===== src/rtl/cordic_arbiter.sv =====
// Round-robin front end that time-shares one iterative cordic core between NREQ requesters.
// One operation in flight: grant, clear the core, run until done or watchdog, hold the result.
module cordic_arbiter #(
    parameter int BITWIDTH = 16,
    parameter int NREQ     = 4,
    parameter int TIMEOUT  = 64,
    parameter int IDW      = $clog2(NREQ)
) (
    input  logic                     clk,
    input  logic                     rst,
    input  logic                     en,
    input  logic [NREQ-1:0]          req_valid,
    input  logic [NREQ*BITWIDTH-1:0] req_angle,
    output logic [NREQ-1:0]          req_ready,
    output logic                     res_valid,
    input  logic                     res_ready,
    output logic [IDW-1:0]           res_id,
    output logic [BITWIDTH-1:0]      res_x,
    output logic [BITWIDTH-1:0]      res_y,
    output logic                     res_err,
    output logic                     busy,
    output logic                     core_rst,
    output logic                     core_en,
    output logic [BITWIDTH-1:0]      core_angle,
    input  logic [BITWIDTH-1:0]      core_x,
    input  logic [BITWIDTH-1:0]      core_y,
    input  logic                     core_done
);

    localparam int CW = $clog2(TIMEOUT + 1);

    typedef enum logic [1:0] {StIdle, StClear, StRun, StResult} state_e;

    state_e              state_q, state_d;
    logic [IDW-1:0]      ptr_q, ptr_d;
    logic [IDW-1:0]      id_q, id_d;
    logic [BITWIDTH-1:0] angle_q, angle_d;
    logic [BITWIDTH-1:0] x_q, x_d;
    logic [BITWIDTH-1:0] y_q, y_d;
    logic                err_q, err_d;
    logic [CW-1:0]       cnt_q, cnt_d;

    logic                any_valid;
    logic [IDW-1:0]      winner;

    // First valid requester at or after the pointer, wrapping.
    always_comb begin
        any_valid = 1'b0;
        winner    = '0;
        for (int k = 0; k < NREQ; k++) begin
            if (!any_valid && req_valid[(int'(ptr_q) + k) % NREQ]) begin
                any_valid = 1'b1;
                winner    = IDW'((int'(ptr_q) + k) % NREQ);
            end
        end
    end

    always_comb begin
        state_d   = state_q;
        ptr_d     = ptr_q;
        id_d      = id_q;
        angle_d   = angle_q;
        x_d       = x_q;
        y_d       = y_q;
        err_d     = err_q;
        cnt_d     = cnt_q;
        req_ready = '0;
        if (en) begin
            unique case (state_q)
                StIdle: begin
                    if (any_valid) begin
                        req_ready[winner] = 1'b1;
                        angle_d = req_angle[int'(winner)*BITWIDTH +: BITWIDTH];
                        id_d    = winner;
                        ptr_d   = IDW'((int'(winner) + 1) % NREQ);
                        state_d = StClear;
                    end
                end
                StClear: begin
                    cnt_d   = '0;
                    state_d = StRun;
                end
                StRun: begin
                    cnt_d = cnt_q + 1'b1;
                    // Done takes precedence over a coincident watchdog expiry.
                    if (core_done) begin
                        x_d     = core_x;
                        y_d     = core_y;
                        err_d   = 1'b0;
                        state_d = StResult;
                    end else if (cnt_q == CW'(TIMEOUT - 1)) begin
                        x_d     = '0;
                        y_d     = '0;
                        err_d   = 1'b1;
                        state_d = StResult;
                    end
                end
                StResult: begin
                    if (res_ready) state_d = StIdle;
                end
                default: state_d = StIdle;
            endcase
        end
    end

    always_ff @(posedge clk) begin
        if (rst) begin
            state_q <= StIdle;
            ptr_q   <= '0;
            id_q    <= '0;
            angle_q <= '0;
            x_q     <= '0;
            y_q     <= '0;
            err_q   <= 1'b0;
            cnt_q   <= '0;
        end else begin
            state_q <= state_d;
            ptr_q   <= ptr_d;
            id_q    <= id_d;
            angle_q <= angle_d;
            x_q     <= x_d;
            y_q     <= y_d;
            err_q   <= err_d;
            cnt_q   <= cnt_d;
        end
    end

    assign busy       = (state_q != StIdle);
    assign res_valid  = (state_q == StResult);
    assign core_rst   = rst | (state_q == StClear);
    assign core_en    = en & (state_q == StRun);
    assign core_angle = angle_q;
    assign res_id     = id_q;
    assign res_x      = x_q;
    assign res_y      = y_q;
    assign res_err    = err_q;

endmodule


===== config.mk =====
export PLATFORM = sky130hd
export DESIGN_NAME = cordic_arbiter
export DESIGN_NICKNAME = d
export VERILOG_FILES = /design/src/rtl/cordic_arbiter.sv
export SDC_FILE = /design/constraint.sdc
export NUM_CORES = 1
export LEC_CHECK = 0
export BUFFER_PORTS_ARGS = -buffer_cell sky130_fd_sc_hd__buf_2
export CAP_MARGIN = 40
export CORE_MARGIN = 4
export CORE_UTILIZATION = 48
export CTS_CLUSTER_SIZE = 40
export DETAILED_ROUTE_END_ITERATION = 10
export PLACE_DENSITY = 0.86
export SYNTH_ARGS = -nofsm -noshare
export SYNTH_HDL_FRONTEND = slang
export SYNTH_SLANG_ARGS = --single-unit

===== constraint.sdc =====
create_clock -name clk -period 4.4 [get_ports clk]
set_clock_uncertainty 0.1 [all_clocks]
set_input_delay 0.66 -clock clk [delete_from_list [all_inputs] [get_ports clk]]
set_output_delay 0.66 -clock clk [all_outputs]
set_load 0.005 [all_outputs]

Word-level counts from Yosys, hierarchy flattened
Cells that the tools add are included.
{"block": "word_totals", "memories": 0, "regBits": 62, "wordCells": 85, "in_bits": 105, "latch_bits": 0, "romBits": 0, "mem_bits_rw": 0}
{"block": "classes", "n_mux": 35, "reduce_logical": 18, "eq_ne": 7, "add_sub_neg": 5, "n_bitwise": 5, "n_lt_le_gt_ge": 6, "n_shift": 1, "mul": 0, "div_mod_pow": 0}
{"cell": "64-bit by 7-bit variable part select with 16-bit output", "count": 1}
{"cell": "16-bit two-way mux", "count": 3}
{"cell": "2-bit two-way mux", "count": 8}
{"cell": "1-bit two-way mux", "count": 14}
{"cell": "7-bit one-hot mux with 2 select lines", "count": 1}
{"cell": "3-bit by 4-bit less-than comparator with 1-bit output (second input constant)", "count": 3}
{"cell": "4-bit two-way mux", "count": 3}
{"cell": "1-bit binary-select mux with 2-bit select", "count": 4}
{"cell": "2-bit one-hot mux with 4 select lines", "count": 1}
{"cell": "7-bit by 1-bit adder with 7-bit output (second input constant)", "count": 1}
{"cell": "7-bit by 6-bit equality test with 1-bit output (second input constant)", "count": 1}
{"cell": "2-bit by 3-bit less-than comparator with 1-bit output (second input constant)", "count": 2}
{"cell": "3-bit AND reduction", "count": 2}
{"cell": "2-bit nonzero test", "count": 3}
{"cell": "2-bit OR reduction", "count": 3}
{"cell": "2-bit by 1-bit adder with 2-bit output (second input constant)", "count": 2}
{"cell": "2-bit adder (second input constant)", "count": 2}
{"cell": "2-bit equality test (second input constant)", "count": 2}
{"cell": "1-bit logical AND", "count": 4}
{"cell": "4-bit AND reduction", "count": 1}
{"cell": "1-bit AND (first input constant)", "count": 3}
{"cell": "1-bit logical NOT", "count": 3}
{"cell": "3-bit != test (second input constant)", "count": 1}
{"cell": "1-bit demux with 2-bit select", "count": 1}
{"cell": "8 further kinds", "count": 8}

Longest topological paths before layout
Gate-level depths: netlist of run 1.
{"block": "depth", "depth_word": 21, "depth_mapped": 8, "depth_no_buf": 7}

Least setup slack after synthesis of run 1
No wires, ideal clock.
{"block": "synth_path", "path_type": "input to output", "startpoint": "input req_valid[0]", "endpoint": "output req_ready[1]", "setup_slack_ps": 1667, "path_buffers": 2, "path_stages": 6, "required_time_ps": 3640, "arrival_time_ps": 1973, "cell_sequence": "or4_1 > and3_4 > clkbuf_1 > clkbuf_1 > nand2_1 > nor2_1"}
{"block": "synth_via", "elab_chain_len": 19}
{"element": "start, declared", "line": "12", "text": "input logic [NREQ-1:0] req_valid,"}
{"element": "1-bit binary-select mux with 2-bit select", "line": "51", "text": "if (!any_valid && req_valid[(int'(ptr_q) + k) % NREQ]) begin"}
{"element": "1-bit two-way mux (implied by the code)", "line": "51"}
{"element": "1-bit two-way mux", "line": "51"}
{"element": "1-bit logical NOT", "line": "51"}
{"element": "1-bit logical AND", "line": "51"}
{"element": "1-bit two-way mux", "line": "51"}
{"element": "1-bit logical NOT", "line": "51"}
{"element": "1-bit logical AND", "line": "51"}
{"element": "[... 3 more ...]"}
{"element": "2-bit two-way mux", "line": "51"}
{"element": "2-bit by 3-bit less-than comparator with 1-bit output (implied by the code) / 2-bit by 1-bit greater-or-equal comparator with 1-bit output (equally long branches)", "line": "72", "text": "req_ready[winner] = 1'b1;"}
{"element": "1-bit logical AND (implied by the code)", "line": "72"}
{"element": "1-bit two-way mux (implied by the code)", "line": "72"}
{"element": "1-bit demux with 2-bit select", "line": "72"}
{"element": "4-bit two-way mux (*)", "line": "71", "text": "if (any_valid) begin"}
{"element": "4-bit two-way mux (*)", "line": "69", "text": "unique case (state_q)"}
{"element": "4-bit two-way mux (*)", "line": "68", "text": "if (en) begin"}
{"element": "end, declared", "line": "14", "text": "output logic [NREQ-1:0] req_ready,"}
Every way passes the cells marked *; elsewhere a longest branch is shown, timed or not. The select of a mux whose other input is x is not followed.

Final worst setup path of run 1
{"block": "layout_path", "startpoint": "input req_valid[2]", "endpoint": "output req_ready[3]"}
Same word-level chain as after synthesis.

==> tab_implementation.tex, run 1 <==
\begin{tabular}{lr}
\hline
Metric & Value \\
\hline
\multicolumn{2}{l}{\textbf{Final layout}} \\
Total inserted antenna cells & 0 \\
Layout Nets & 585 \\
Highest-count cells in the layout ignoring fill and taps & 163 x buf\_2, 63 x nor2\_1, 62 x dfxtp\_1 \\
Fraction of final layout cells with drive strength greater than 1 & 42.2\% \\
Most common library cell in the layout ignoring fill and taps & buf\_2 \\
Area growth syn-to-layout & 36.3\% \\
Layout fillers & 443 \\
\multicolumn{2}{l}{\textbf{Worst setup path}} \\
Worst Path Class, Setup & in2out \\
Register-to-register setup slack & 1.97 ns \\
Highest-delay cell along the critical path & or2\_1 \\
Max FO, Critical Path & 19 \\
Kind of capture point of the worst setup path & output port \\
Kind of launch point of the worst setup path & input port \\
Critical path cell sequence & buf\_2, nor2b\_1, a311oi\_4, buf\_4, or2\_1, nor2\_1, buf\_2 \\
Slowest stage delay, CP & 0.53 ns \\
Cell family with most CP delay & simple AND/OR/NAND/NOR gates \\
CP required & 3.64 ns \\
Crit path DAT & 2.24 ns \\
CP bufs+invs & 3 \\
CP most frequent cell & buf\_2 \\
\multicolumn{2}{l}{\textbf{STA}} \\
Final setup TNS & 0 ns \\
Final Hold Viols & 0 \\
Number of slew-limit violations in the final report & 0 \\
Slew @ Worst Pin & 0.730 ns \\
Relative slew slack & 51.3\% \\
RSZ-0062 raised after global routing & no \\
Final Critical Period & 3.00 ns \\
Smallest setup slack after layout & 1.40 ns \\
Peak Freq & 334 MHz \\
Final setup violating endpoints & 0 \\
Tcrit/Tclk final & 68.1\% \\
\multicolumn{2}{l}{\textbf{Logic synthesis}} \\
Fraction of post-synthesis cell area in the top cell type by area & 42.3\% \\
Combined area of all synthesized cells & 2930 um\^{}2 \\
Sequential share of the synthesized area & 42.3\% \\
Count of distinct cell types in the synthesized netlist & 40 \\
Post-synthesis area per instance & 9.22 um\^{}2 \\
Number of cells produced by synthesis & 318 \\
Flip-flop cell with the highest count after synthesis & dfxtp\_1 \\
Number of flops mapped to enable cells by yosys & 0 \\
Number of flip-flops and latches in the synthesized netlist & 62 \\
Area contributors post-synth & dfxtp\_1 42\%, a22oi\_1 8.2\%, nor2\_1 8.2\%, mux2i\_1 6.1\%, a2111oi\_2 4.6\% \\
Proportion of synthesized flip-flops having asynchronous set or reset & 0\% \\
Largest area contributor in the synthesized netlist & dfxtp\_1 \\
Total number of yosys warnings & 0 \\
Synthesized Nets & 429 \\
\multicolumn{2}{l}{\textbf{Drt}} \\
Initial drt markers & 92 \\
First-pass DRT Iterations & 6 \\
Count of antenna-violating nets left after detailed routing & 0 \\
Total Routed Length & 8.42 mm \\
DRC & 0 \\
DR vias & 2,970 \\
Via-to-Cell Ratio & 5.36 \\
Wire length per cell after detailed routing & 15.2 um \\
\multicolumn{2}{l}{\textbf{Clock network}} \\
Number of sinks on the clock net & 62 \\
Clock network latency to the later pin of the worst-skew pair & 0.34 ns \\
Cells resized by post-CTS repair & 0 \\
Setup Fix Bufs, Post-CTS & 0 \\
H-tree levels & 3 \\
Clock input transition at the sequential cells of the worst setup and hold paths & 0.07 ns \\
Number of buffers inserted during clock tree synthesis & 9 \\
Clock Path Buffers & 2 \\
Clk root buf & clkbuf\_8 \\
Number of hold-repair buffers added at the cts stage & 0 \\
TritonCTS clock tree & built \\
\multicolumn{2}{l}{\textbf{Global routing}} \\
Maximum number of pins on one net before global-route repair & 60 \\
Wire length of the first global-routing pass & 13.1 mm \\
Via count of the first global-routing pass & 2,904 \\
Overall global routing resource usage & 22.2\% \\
Antenna violations before repair & 0 \\
Overall overflow remaining after global route & 0 \\
\multicolumn{2}{l}{\textbf{Place}} \\
Placer Congestion & 0.810 \\
Placed wire-length estimate after detailed placement & 6.48 mm \\
Number of buffers inserted by port buffering & 163 \\
Pre-CTS setup slack & 1.41 ns \\
\multicolumn{2}{l}{\textbf{Power and ir drop}} \\
Leakage dissipation & 1.81 nW \\
PD cells & 352 nW/um\^{}2 \\
Worst supply voltage drop on vdd & 0.277 mV \\
\multicolumn{2}{l}{\textbf{Die}} \\
Initial standard-cell utilization of the core & 49.5\% \\
Die area & 7420 um\^{}2 \\
Number of core rows & 28 \\
Count of pins on the block boundary & 164 \\
Core Box Area & 5920 um\^{}2 \\
Die X-Extent & 86.2 um \\
Die Ht & 86.2 um \\
\multicolumn{2}{l}{\textbf{Min path}} \\
Worst hold-check path type & reg2reg \\
\multicolumn{2}{l}{\textbf{Run}} \\
Total of max-cap violations & 0 \\
\multicolumn{2}{l}{\textbf{Run status}} \\
Result of the run & complete, no violations \\
\hline
\end{tabular}
## registers in the layout (all words and copies together), names as in the netlist
register and cells:
core_angle 16, res_x 16, cnt_q 7, res_err 1
state_q 2, res_y 16, res_id 2, ptr_q 2
## report_power, final
part | leakage [nW] | switching, mW | internal (mW) | total (mW)
clock network | 0.0996 | 0.233 | 0.263 | 0.496
registers | 0.504 | 0.0185 | 0.592 | 0.611
logic | 1.21 | 0.164 | 0.135 | 0.298
total | 1.81 | 0.415 | 0.990 | 1.41
## logic make-up after synthesis
logic type                 count (synthesis)  synth area share [%]
and+or+nand+nor                          113                  18.7
AOI/OAI and AO/OA                         81                  23.7
DFF                                       62                  42.3
buffers and inverters                     33                  5.08
muxes                                     18                  6.15
adders and majority gates                  6                  2.56
xor gates and xnor gates                   5                  1.49
## worst paths after layout
check	startpoint	end	cells after the start
max	req_valid[2]	req_ready[3]	7
max reg2reg	ptr_q[1]	core_angle[3]	6
min reg2reg	res_err	res_err	2
min	res_err	res_err	2
## worst reg2reg max path, stage by stage, from the launching register on
cell	delay (ns)
dfxtp_1	0.45
nand2_2	0.11
a311oi_4	0.28
buf_4	0.26
or2_1	0.53
a211oi_1	0.18
a2111oi_1	0.41
## metal layers
layer / routed length [um] / share of wire [%] / GRT usage [%]
met3: 857 / 10 / 6.24
met2: 4080 / 48 / 38.4
met1: 3350 / 40 / 25.6
met5: 0 / 0 / 0
met4: 136 / 1.6 / 9.35
## cell usage after synthesis (all sizes together) (2+ instances only)
library cell  count
ha                6
dfxtp            62
mux2i            18
nand2b            4
nor3b            17
inv               8
a2111oi          16
xor2              3
and3              2
buf               6
or2               2
nor2             64
a21oi             7
nor3              4
a22oi            32
a211oi           18
nand3             5
xnor2             2
clkbuf           19
nand2             9
## per-stage QoR
stage / total power, mW / area (um^2) / util [%] / cells / hold WS, ns
finish: 1.41 / 4000 / 67.5 / 554 / 0.356
floorplan: 0.807 / 2930 / - / 318 / 0.349
global placement: 0.910 / 3770 / 63.6 / 536 / 0.342
detailed placement: 0.924 / 3800 / 64.1 / 538 / 0.345
CTS: 1.42 / 4000 / 67.5 / 554 / 0.356
global route: 1.48 / 4000 / 67.5 / 554 / 0.388
## cell type report
class	count	area, um^2	share of cell area, %
clock buffers	9	124	3.10
clock inverters	7	73.8	1.85
inverters	8	30.0	0.752
multi-input cells	223	1550	38.8
flip-flops and latches	62	1240	31.1
well taps	75	93.8	2.35
repair buffers	170	883	22.1
No activity file was read; power rests on OpenSTA's default activity.
==> inputs of run 2 (changes only) <==
CORE_UTILIZATION = 40   (was 48)
PLACE_DENSITY = 0.76   (was 0.86)
clock period = 2.7 ns   (was 4.4 ns; I/O delays follow)
==> run 2 against run 1 <==
Effect of this change:
- critical path type unchanged
- setup slack worse by 1.1 ns
- design area rose by 2.0%
- utilization down 8.8 points
- sequential share of layout area fell by 0.61 points
- combinational power grew 69%
==> tab_implementation.tex, run 2 (synthesized netlist as in run 1, its figures left out) <==
\begin{tabular}{lr}
\hline
Metric & Value \\
\hline
\multicolumn{2}{l}{\textbf{Clock network}} \\
Clk root buf & clkbuf\_8 (unchanged) \\
Number of buffers inserted during clock tree synthesis & 9 (unchanged) \\
Cells resized by post-CTS repair & 0 (unchanged) \\
Number of sinks on the clock net & 62 (unchanged) \\
Clock input transition at the sequential cells of the worst setup and hold paths & 0.07 ns (about the same) \\
Clock Path Buffers & 2 (unchanged) \\
Setup Fix Bufs, Post-CTS & 0 (unchanged) \\
TritonCTS clock tree & built (unchanged) \\
Clock network latency to the later pin of the worst-skew pair & 0.32 ns (was 0.34 ns) \\
H-tree levels & 3 (unchanged) \\
Number of hold-repair buffers added at the cts stage & 0 (unchanged) \\
\multicolumn{2}{l}{\textbf{Min path}} \\
Worst hold-check path type & in2reg (was reg2reg) \\
Hold Startpoint & core\_x[4] (was res\_err) \\
\multicolumn{2}{l}{\textbf{Worst setup path}} \\
Launch point of the worst path & req\_valid[0] (was req\_valid[2]) \\
Kind of launch point of the worst setup path & input port (unchanged) \\
CP required & 2.19 ns (was 3.64 ns) \\
Crit path DAT & 1.87 ns (was 2.24 ns) \\
Kind of capture point of the worst setup path & output port (unchanged) \\
Beginning of the worst register-to-register path & ptr\_q[1] (unchanged) \\
Worst Path Class, Setup & in2out (unchanged) \\
Max FO, Critical Path & 19 (unchanged) \\
\multicolumn{2}{l}{\textbf{STA}} \\
RSZ-0062 raised after global routing & no (unchanged) \\
Tcrit/Tclk final & 88.1\% \\
Final setup TNS & 0 ns (unchanged) \\
Slew @ Worst Pin & 0.667 ns (was 0.730 ns) \\
Peak Freq & 420 MHz \\
Number of slew-limit violations in the final report & 0 (unchanged) \\
Final Hold Viols & 0 (unchanged) \\
Final setup violating endpoints & 0 (unchanged) \\
Relative slew slack & 55.5\% (was 51.3\%) \\
Final Critical Period & 2.38 ns \\
\multicolumn{2}{l}{\textbf{Die}} \\
Initial standard-cell utilization of the core & 42.2\% (was 49.5\%) \\
Die area & 8760 um\^{}2 (was 7420 um\^{}2) \\
Die X-Extent & 93.6 um (was 86.2 um) \\
Number of core rows & 30 (was 28) \\
Core Box Area & 6940 um\^{}2 (was 5920 um\^{}2) \\
Die Ht & 93.6 um (was 86.2 um) \\
Count of pins on the block boundary & 164 (unchanged) \\
\multicolumn{2}{l}{\textbf{Drt}} \\
Top layer used by detailed routing & met5 (was met4) \\
Wl on met1 & 3.58 mm (was 3.35 mm) \\
DRC & 0 (unchanged) \\
First-pass DRT Iterations & 5 (was 6) \\
Initial drt markers & 111 (was 92) \\
Wire length per cell after detailed routing & 15.1 um (was 15.2 um) \\
Detailed route wirelength on metal2 & 4.27 mm (was 4.08 mm) \\
Count of antenna-violating nets left after detailed routing & 0 (unchanged) \\
Total Routed Length & 8.75 mm (was 8.42 mm) \\
DR WL met3 & 818 um (was 857 um) \\
Via-to-Cell Ratio & 5.15 (was 5.36) \\
DR vias & 2,990 (was 2,970) \\
\multicolumn{2}{l}{\textbf{Global routing}} \\
Maximum number of pins on one net before global-route repair & 60 (unchanged) \\
Overall global routing resource usage & 19.4\% (was 22.2\%) \\
Antenna violations before repair & 1 (was 0) \\
Wire length of the first global-routing pass & 13.8 mm (was 13.1 mm) \\
Overall overflow remaining after global route & 0 (unchanged) \\
Via count of the first global-routing pass & 3,105 (was 2,904) \\
\multicolumn{2}{l}{\textbf{Power and ir drop}} \\
Worst supply voltage drop on vdd & 0.260 mV (was 0.277 mV) \\
PD cells & 583 nW/um\^{}2 (was 352 nW/um\^{}2) \\
Leakage dissipation & 1.84 nW (was 1.81 nW) \\
\multicolumn{2}{l}{\textbf{Final layout}} \\
Highest-count cells in the layout ignoring fill and taps & 163 x buf\_2, 63 x nor2\_1, 62 x dfxtp\_1 (unchanged) \\
Total inserted antenna cells & 0 (unchanged) \\
Fraction of final layout cells with drive strength greater than 1 & 42.7\% (was 42.2\%) \\
Area growth syn-to-layout & 39.0\% (was 36.3\%) \\
Non-Filler Instances & 581 (was 554) \\
Layout Nets & 591 (was 585) \\
Most common library cell in the layout ignoring fill and taps & buf\_2 (unchanged) \\
\multicolumn{2}{l}{\textbf{Run}} \\
Total of max-cap violations & 0 (unchanged) \\
\multicolumn{2}{l}{\textbf{Place}} \\
Placed wire-length estimate after detailed placement & 6.65 mm (was 6.48 mm) \\
Number of buffers inserted by port buffering & 163 (unchanged) \\
Number of cells in the design after placement & 565 (was 538) \\
Placer Congestion & 0.786 (was 0.810) \\
\multicolumn{2}{l}{\textbf{Run status}} \\
Result of the run & complete, no violations (unchanged) \\
\hline
\end{tabular}
-- run 2: changes by cell type in the layout (fill, tap and decap cells not counted) --
| cell | delta |
|---|---|
| buf_4 | +7 |
| buf_8 | -1 |
| bufinv_16 | +1 |
| clkbuf_1 | +1 |
| clkinv_4 | -1 |
| inv_6 | -1 |
-- run 2: metal layers --
layer / vias up / track usage (%)
li1: 1485 / -
met1: 1365 / 21.9
met2: 129 / 34.8
met3: 9 / 5.79
met4: 2 / 6.02
met5: - / 0
-- run 2: area by class of cell --
cell class	count	area [um^2]
clock buffer	10	128
clock inverter	6	86.3
fill	616	2870
inverter	8	30.0
multi-input combinational	223	1550
sequential	62	1240
tap	96	120
timing repair buffer	176	921
-- run 2: worst max-delay path, stage by stage --
cell and delay, ns:
buf_2 0.13, or4_1 0.59, and3_4 0.22, buf_4 0.20
nand2_1 0.14, nor2_1 0.05, buf_2 0.13
-- run 2: metrics by stage --
step | worst slack (ns) | power [mW] | area (um^2) | utilization [%] | hold WS [ns]
2_1_floorplan | 0.477 | 1.31 | 2930 | - | 0.349
3_3_place_gp | 0.372 | 1.51 | 3850 | 55.4 | 0.342
3_5_place_dp | 0.328 | 1.52 | 3860 | 55.6 | 0.349
4_1_cts | 0.317 | 2.40 | 4080 | 58.7 | 0.209
5_1_grt | 0.206 | 2.49 | 4080 | 58.7 | 0.232
6_report | 0.322 | 2.38 | 4080 | 58.7 | 0.230
-- run 2: path summary, 6_finish.rpt --
path | slack (ns) | end | cells after the start
worst max-delay path | 0.32 | req_ready[3] | 7
worst max register to register | 0.57 | core_angle[6] | 6
worst min-delay path | 0.23 | res_x[4] | 3
worst min register to register | 0.36 | res_err | 2
-- run 2: power breakdown --
part,switching (mW),internal (mW)
Clock,0.356,0.518
Sequential,0.0325,0.966
Combinational,0.269,0.234
Total,0.657,1.72
